### config.mk
export PLATFORM = sky130hd
export DESIGN_NAME = hamming_decode
export DESIGN_NICKNAME = d
export VERILOG_FILES = /design/src/rtl/hamming_decode.sv
export SDC_FILE = /design/constraint.sdc
export NUM_CORES = 1
export LEC_CHECK = 0
export ABC_AREA = 1
export BUFFER_PORTS_ARGS = -buffer_cell sky130_fd_sc_hd__buf_4
export CORE_MARGIN = 10
export CORE_UTILIZATION = 62
export DETAILED_ROUTE_END_ITERATION = 8
export PLACE_DENSITY_LB_ADDON = 0.15
export RECOVER_POWER = 50
export SKIP_LAST_GASP = 1
export SYNTH_ARGS = -nofsm -noshare
export SYNTH_HDL_FRONTEND = slang
export SYNTH_SLANG_ARGS = --single-unit
### constraint.sdc
create_clock -name clk_i -period 4.8 [get_ports clk_i]
set_input_delay 0.48 -clock clk_i [delete_from_list [all_inputs] [get_ports clk_i]]
set_output_delay 0.48 -clock clk_i [all_outputs]
set_load 0.03 [all_outputs]
### src/rtl/hamming_decode.sv
`default_nettype none
// ============================================================================
// Module   : hamming_decode
// Purpose  : SECDED (extended Hamming) decoder. Recomputes syndrome and overall
//            parity of a received code word, corrects any single-bit error,
//            flags double-bit errors, extracts the payload and keeps two
//            saturating error counters. Two register stages, full throughput.
// Ports    : clk_i                 - clock, rising edge
//            rst_n_i               - asynchronous active-low reset
//            data_in_i             - code word (bit 0 overall parity,
//                                    bits 2**k Hamming parity, rest payload
//                                    LSB-first, unused high positions pad)
//            valid_in_i            - data_in_i valid this cycle
//            clear_counts_i        - synchronous clear of both counters
//            data_out_o            - corrected payload
//            valid_out_o           - outputs valid this cycle
//            single_err_o          - single-bit error corrected
//            double_err_o          - uncorrectable double-bit error
//            err_pos_o             - corrected bit index (0 if none)
//            corrected_count_o     - saturating count of single-error words
//            uncorrectable_count_o - saturating count of double-error words
// Revision : 1.0 - initial release
// ============================================================================
module hamming_decode #(
  parameter  int DATA_WIDTH  = 32,
  parameter  int COUNT_WIDTH = 16,
  // Smallest r with 2**r - r - 1 >= DATA_WIDTH; it is always either
  // clog2(DATA_WIDTH+1) or one more than that.
  localparam int ADDR_WIDTH  =
    (((2 ** $clog2(DATA_WIDTH + 1)) - $clog2(DATA_WIDTH + 1) - 1) >= DATA_WIDTH)
      ? $clog2(DATA_WIDTH + 1) : ($clog2(DATA_WIDTH + 1) + 1),
  localparam int CODED_WIDTH = 2 ** ADDR_WIDTH
) (
  input  logic                   clk_i,
  input  logic                   rst_n_i,
  input  logic [CODED_WIDTH-1:0] data_in_i,
  input  logic                   valid_in_i,
  input  logic                   clear_counts_i,
  output logic [DATA_WIDTH-1:0]  data_out_o,
  output logic                   valid_out_o,
  output logic                   single_err_o,
  output logic                   double_err_o,
  output logic [ADDR_WIDTH-1:0]  err_pos_o,
  output logic [COUNT_WIDTH-1:0] corrected_count_o,
  output logic [COUNT_WIDTH-1:0] uncorrectable_count_o
);

  // Code-word index carrying payload bit j: the j-th index >= 1 that is not
  // a power of two.
  function automatic int data_pos(input int j);
    int k;
    data_pos = 0;
    k = 0;
    for (int i = 1; i < CODED_WIDTH; i++) begin
      if ((i & (i - 1)) != 0) begin
        if (k == j) data_pos = i;
        k++;
      end
    end
  endfunction

  // --------------------------------------------------------------------------
  // Stage 1: input register
  // --------------------------------------------------------------------------
  logic [CODED_WIDTH-1:0] r_word1;
  logic                   r_v1;

  always_ff @(posedge clk_i or negedge rst_n_i) begin
    if (!rst_n_i) begin
      r_word1 <= '0;
      r_v1    <= 1'b0;
    end else begin
      r_v1 <= valid_in_i;
      if (valid_in_i) r_word1 <= data_in_i;
    end
  end

  // --------------------------------------------------------------------------
  // Decode logic on the stage-1 word
  // --------------------------------------------------------------------------
  logic [ADDR_WIDTH-1:0] w_syn;
  logic                  w_pmis;
  logic                  w_single;
  logic                  w_double;
  logic                  w_flip_en;
  logic [ADDR_WIDTH-1:0] w_pos;
  logic [DATA_WIDTH-1:0] w_payload;

  // Syndrome is the XOR of the indices of all set bits; zero for a valid word.
  always_comb begin
    w_syn = '0;
    for (int i = 1; i < CODED_WIDTH; i++) begin
      if (r_word1[i]) w_syn = w_syn ^ i[ADDR_WIDTH-1:0];
    end
  end

  assign w_pmis    = ^r_word1;
  assign w_single  = w_pmis;
  assign w_double  = (w_syn != '0) && !w_pmis;
  // An odd error with syn=0 sits in bit 0, which carries no payload.
  assign w_flip_en = w_pmis && (w_syn != '0);
  assign w_pos     = w_pmis ? w_syn : '0;

  // Payload extraction; only the bit addressed by the syndrome is flipped.
  // Double errors pass through uncorrected because w_flip_en is low.
  for (genvar j = 0; j < DATA_WIDTH; j++) begin : g_extract
    localparam int c_POS = data_pos(j);
    assign w_payload[j] = r_word1[c_POS] ^
                          (w_flip_en && (w_syn == ADDR_WIDTH'(c_POS)));
  end

  // --------------------------------------------------------------------------
  // Stage 2: output registers (hold last value while valid is low)
  // --------------------------------------------------------------------------
  logic                  r_v2;
  logic [DATA_WIDTH-1:0] r_data;
  logic                  r_serr;
  logic                  r_derr;
  logic [ADDR_WIDTH-1:0] r_pos;

  always_ff @(posedge clk_i or negedge rst_n_i) begin
    if (!rst_n_i) begin
      r_v2   <= 1'b0;
      r_data <= '0;
      r_serr <= 1'b0;
      r_derr <= 1'b0;
      r_pos  <= '0;
    end else begin
      r_v2 <= r_v1;
      if (r_v1) begin
        r_data <= w_payload;
        r_serr <= w_single;
        r_derr <= w_double;
        r_pos  <= w_pos;
      end
    end
  end

  // --------------------------------------------------------------------------
  // Saturating error counters; update on the edge that loads stage 2.
  // Clear wins over a coincident increment.
  // --------------------------------------------------------------------------
  logic [COUNT_WIDTH-1:0] r_cnt_corr;
  logic [COUNT_WIDTH-1:0] r_cnt_unc;

  always_ff @(posedge clk_i or negedge rst_n_i) begin
    if (!rst_n_i) begin
      r_cnt_corr <= '0;
      r_cnt_unc  <= '0;
    end else if (clear_counts_i) begin
      r_cnt_corr <= '0;
      r_cnt_unc  <= '0;
    end else if (r_v1) begin
      if (w_single && (r_cnt_corr != '1)) r_cnt_corr <= r_cnt_corr + COUNT_WIDTH'(1);
      if (w_double && (r_cnt_unc  != '1)) r_cnt_unc  <= r_cnt_unc  + COUNT_WIDTH'(1);
    end
  end

  assign data_out_o            = r_data;
  assign valid_out_o           = r_v2;
  assign single_err_o          = r_serr;
  assign double_err_o          = r_derr;
  assign err_pos_o             = r_pos;
  assign corrected_count_o     = r_cnt_corr;
  assign uncorrectable_count_o = r_cnt_unc;

endmodule
`default_nettype wire

==> results.tsv <==
metric	value	unit
internal power	2.663	mW
Die X	138.3	um
Port-buffer cells	140	
multi-input logic area	4567	um2
Slowest-stage cell, CP	clkbuf_1	
Synth Flop Type	dfrtp_1	
DP Worst Slack	1896	ps
clock power share	28.2	%
Crit path max-delay family	buffers and inverters	
Die H	138.3	um
antenna viol nets, final	0	
crit path kind	reg2reg	
Worst Reg-to-Reg Cells	6	
final worst path period need	3324	ps
Cell variety after synth	41	
initial core utilization	62.80	%
layout net count	1475	
I/O Pins	141	
Critical Path Max Stage Delay	1720	ps
slack of the critical path	1476	ps
core area	13830	um2
Hold Crit Depth	3	
Setup Viol. Count Final	0	
Placer Congestion	0.9675	
syn_area_per_cell	6.816	um2
GRT Residual Overflow	0	
Slew headroom	-81.26	%
vias	8634	
Final Hold Fails	0	
GRT Overall Usage	24.99	%
clock root cell	clkbuf_16	
drt drc	0	
Std-Cell Rows	43	
post-synth top area cell	dfrtp_1	
# placed instances	1566	
violations in the final reports	max-capacitance violations, max-slew violations	
PwrDens	448.0	nW/um2
WP data arrival	3640	ps
CTS tree	built	
first-pass GRT wire length	40080	um
number of synthesized flops with an enable pin	0	
RSZ-0062 raised after global routing	false	
clk slew on worst S/H paths	60	ps
Cell Area, Synth	8683	um2
Setup crit start kind	flip-flop	
Max Clock Skew	14.04	ps
worst path required time	5110	ps
MaxCap Viol Count	3	
register area share after synthesis	39.77	%
final non-filler cell total	1598	
die area	19140	um2
total CTS buffers	17	
synthesized flop and latch total	138	
fmax	300.8	MHz
share of cells above drive strength 1	18.90	%
max-slew violations	293	
async set or reset register ratio after synthesis	100.0	%
post-route setup TNS	0	ps
peak fanout along the critical path	56	
Final HPWL DP	18170	um
pin count of the biggest net entering global routing	127	
status	complete, but fails checks	
Starting DRT DRC Count	890	
DP Area	9846	um2
Synth area leaders	dfrtp_1, nand2_1, o21ai_0, nand3_1, inv_1	
CP Cell Sequence	clkbuf_1, nand3_4, inv_2, nand2_1, o21ai_1, a21oi_1	
Comb pwr share	41.2	%
# Post-CTS Setup Buffers	0	
Via density	5.403	
post-CTS sizing	0	
Yosys top cell area share	39.77	%
Area Overhead vs Synth	20.01	%
Total Power	4.669	mW
# fillers	1102	
final wirelength	24490	um
Critical Path Sink Type	flip-flop	
yosys warns	0	
cells after synthesis	1274	
post-route cell area	10420	um2
vias in the first global route	8026	
Clock Path Buffers	2	
Register Area	3455	um2
WL per Instance	15.32	um
sequential fraction of design power	30.6	%
clock sink total	138	
Psw	2.006	mW
Tightest Pin Transition	2719	ps
WHS	251.8	ps
Final period util	69.25	%
Mapped Nets	1344	
cell count along the critical path	6	
post-cts hold buffer count	0	
H-tree level count	4	
Final Core Density	75.37	%
initial antenna violation count	0	
sw frac	42.97	%
worst skew pair latency	430	ps
Leakage	5.402	nW
Max rail drop VDD	0.0003356	V
Buf+Inv Stages, Crit Path	2	
Tightest Hold Check Type	in2reg	
DRT Pass-1 Iters	5	
Diodes inserted	0	
-- power groups by stage --
stage / sequential [mW] / clock [mW] / combinational [mW]
2_1_floorplan: 1.57 / 0 / 1.23
4_1_cts: 1.42 / 1.32 / 1.91
3_5_place_dp: 1.44 / 0 / 1.89
3_3_place_gp: 1.44 / 0 / 1.87
6_report: 1.43 / 1.32 / 1.92
5_1_grt: 1.44 / 1.37 / 2.12
-- state kept, by name, summed over array words and instances (netlist names) --
| signal | flops |
|---|---|
| r_word1 | 64 |
| data_out_o | 32 |
| corrected_count_o | 16 |
| uncorrectable_count_o | 16 |
| err_pos_o | 6 |
| double_err_o | 1 |
| r_v1 | 1 |
| single_err_o | 1 |
| valid_out_o | 1 |
-- cells by family after synthesis --
logic type,after synthesis,share of synthesized area (%)
AND/OR/NAND/NOR,766,38.07
buffers and inverters,171,7.637
AO/OA/AOI/OAI,147,9.020
flip-flops,138,39.77
XOR/XNOR,47,4.827
multiplexers,3,0.3890
adder cells (fa/ha/maj),2,0.2881
-- cell type report --
type | instances | share of cell area [%]
multi-input combinational | 965 | 43.82
sequential | 138 | 33.15
timing repair buffer | 142 | 10.15
inverter | 141 | 5.079
clock buffer | 21 | 4.514
tap | 180 | 2.161
clock inverter | 11 | 1.129
-- tightest hold or removal path: stages --
cell and delay [ps]:
buf_4 70, nand2_1 40, o21ai_0 50
-- Yosys cell counts (all sizes together), types with 3 or more instances --
cell type and number:
nand4 19, dfrtp 138, nor2 85, mux2 3, o31ai 6, inv 138, nor4 3, nand2 555
xnor2 19, buf 11, a21oi 39, clkbuf 19, nand3 88, o21ai 98, clkinv 3, xor2 28
nor3 11
-- per-layer routing --
metal | share of wire (%) | wire (um) | global-route usage [%]
met1 | 45 | 10980 | 34.48
met2 | 45 | 11010 | 37.80
met3 | 8.3 | 2044 | 5.616
met4 | 1.8 | 450 | 8.602
met5 | 0 | 0 | 0
-- placed cells by master, fill, tap and decap left out, types with 18 or more instances in the layout --
master	n
nand2_2	26
xor2_1	28
inv_1	105
inv_2	33
nand2_1	522
xnor2_1	18
nand4_1	19
nor2_1	78
dfrtp_1	137
a21oi_1	32
buf_4	139
nand3_1	81
o21ai_0	90
-- path summary, 6_finish.rpt --
kind,start,endpoint,slack [ps]
max,r_v1,corrected_count_o[3],1480
min,data_in_i[52],r_word1[52],250
max reg2reg,r_v1,corrected_count_o[3],1480
min reg2reg,data_out_o[27],data_out_o[27],480
max in group asynchronous,rst_n_i,r_v1,2100
min in group asynchronous,rst_n_i,r_word1[32],900
Power figures use the tool's default switching activity.
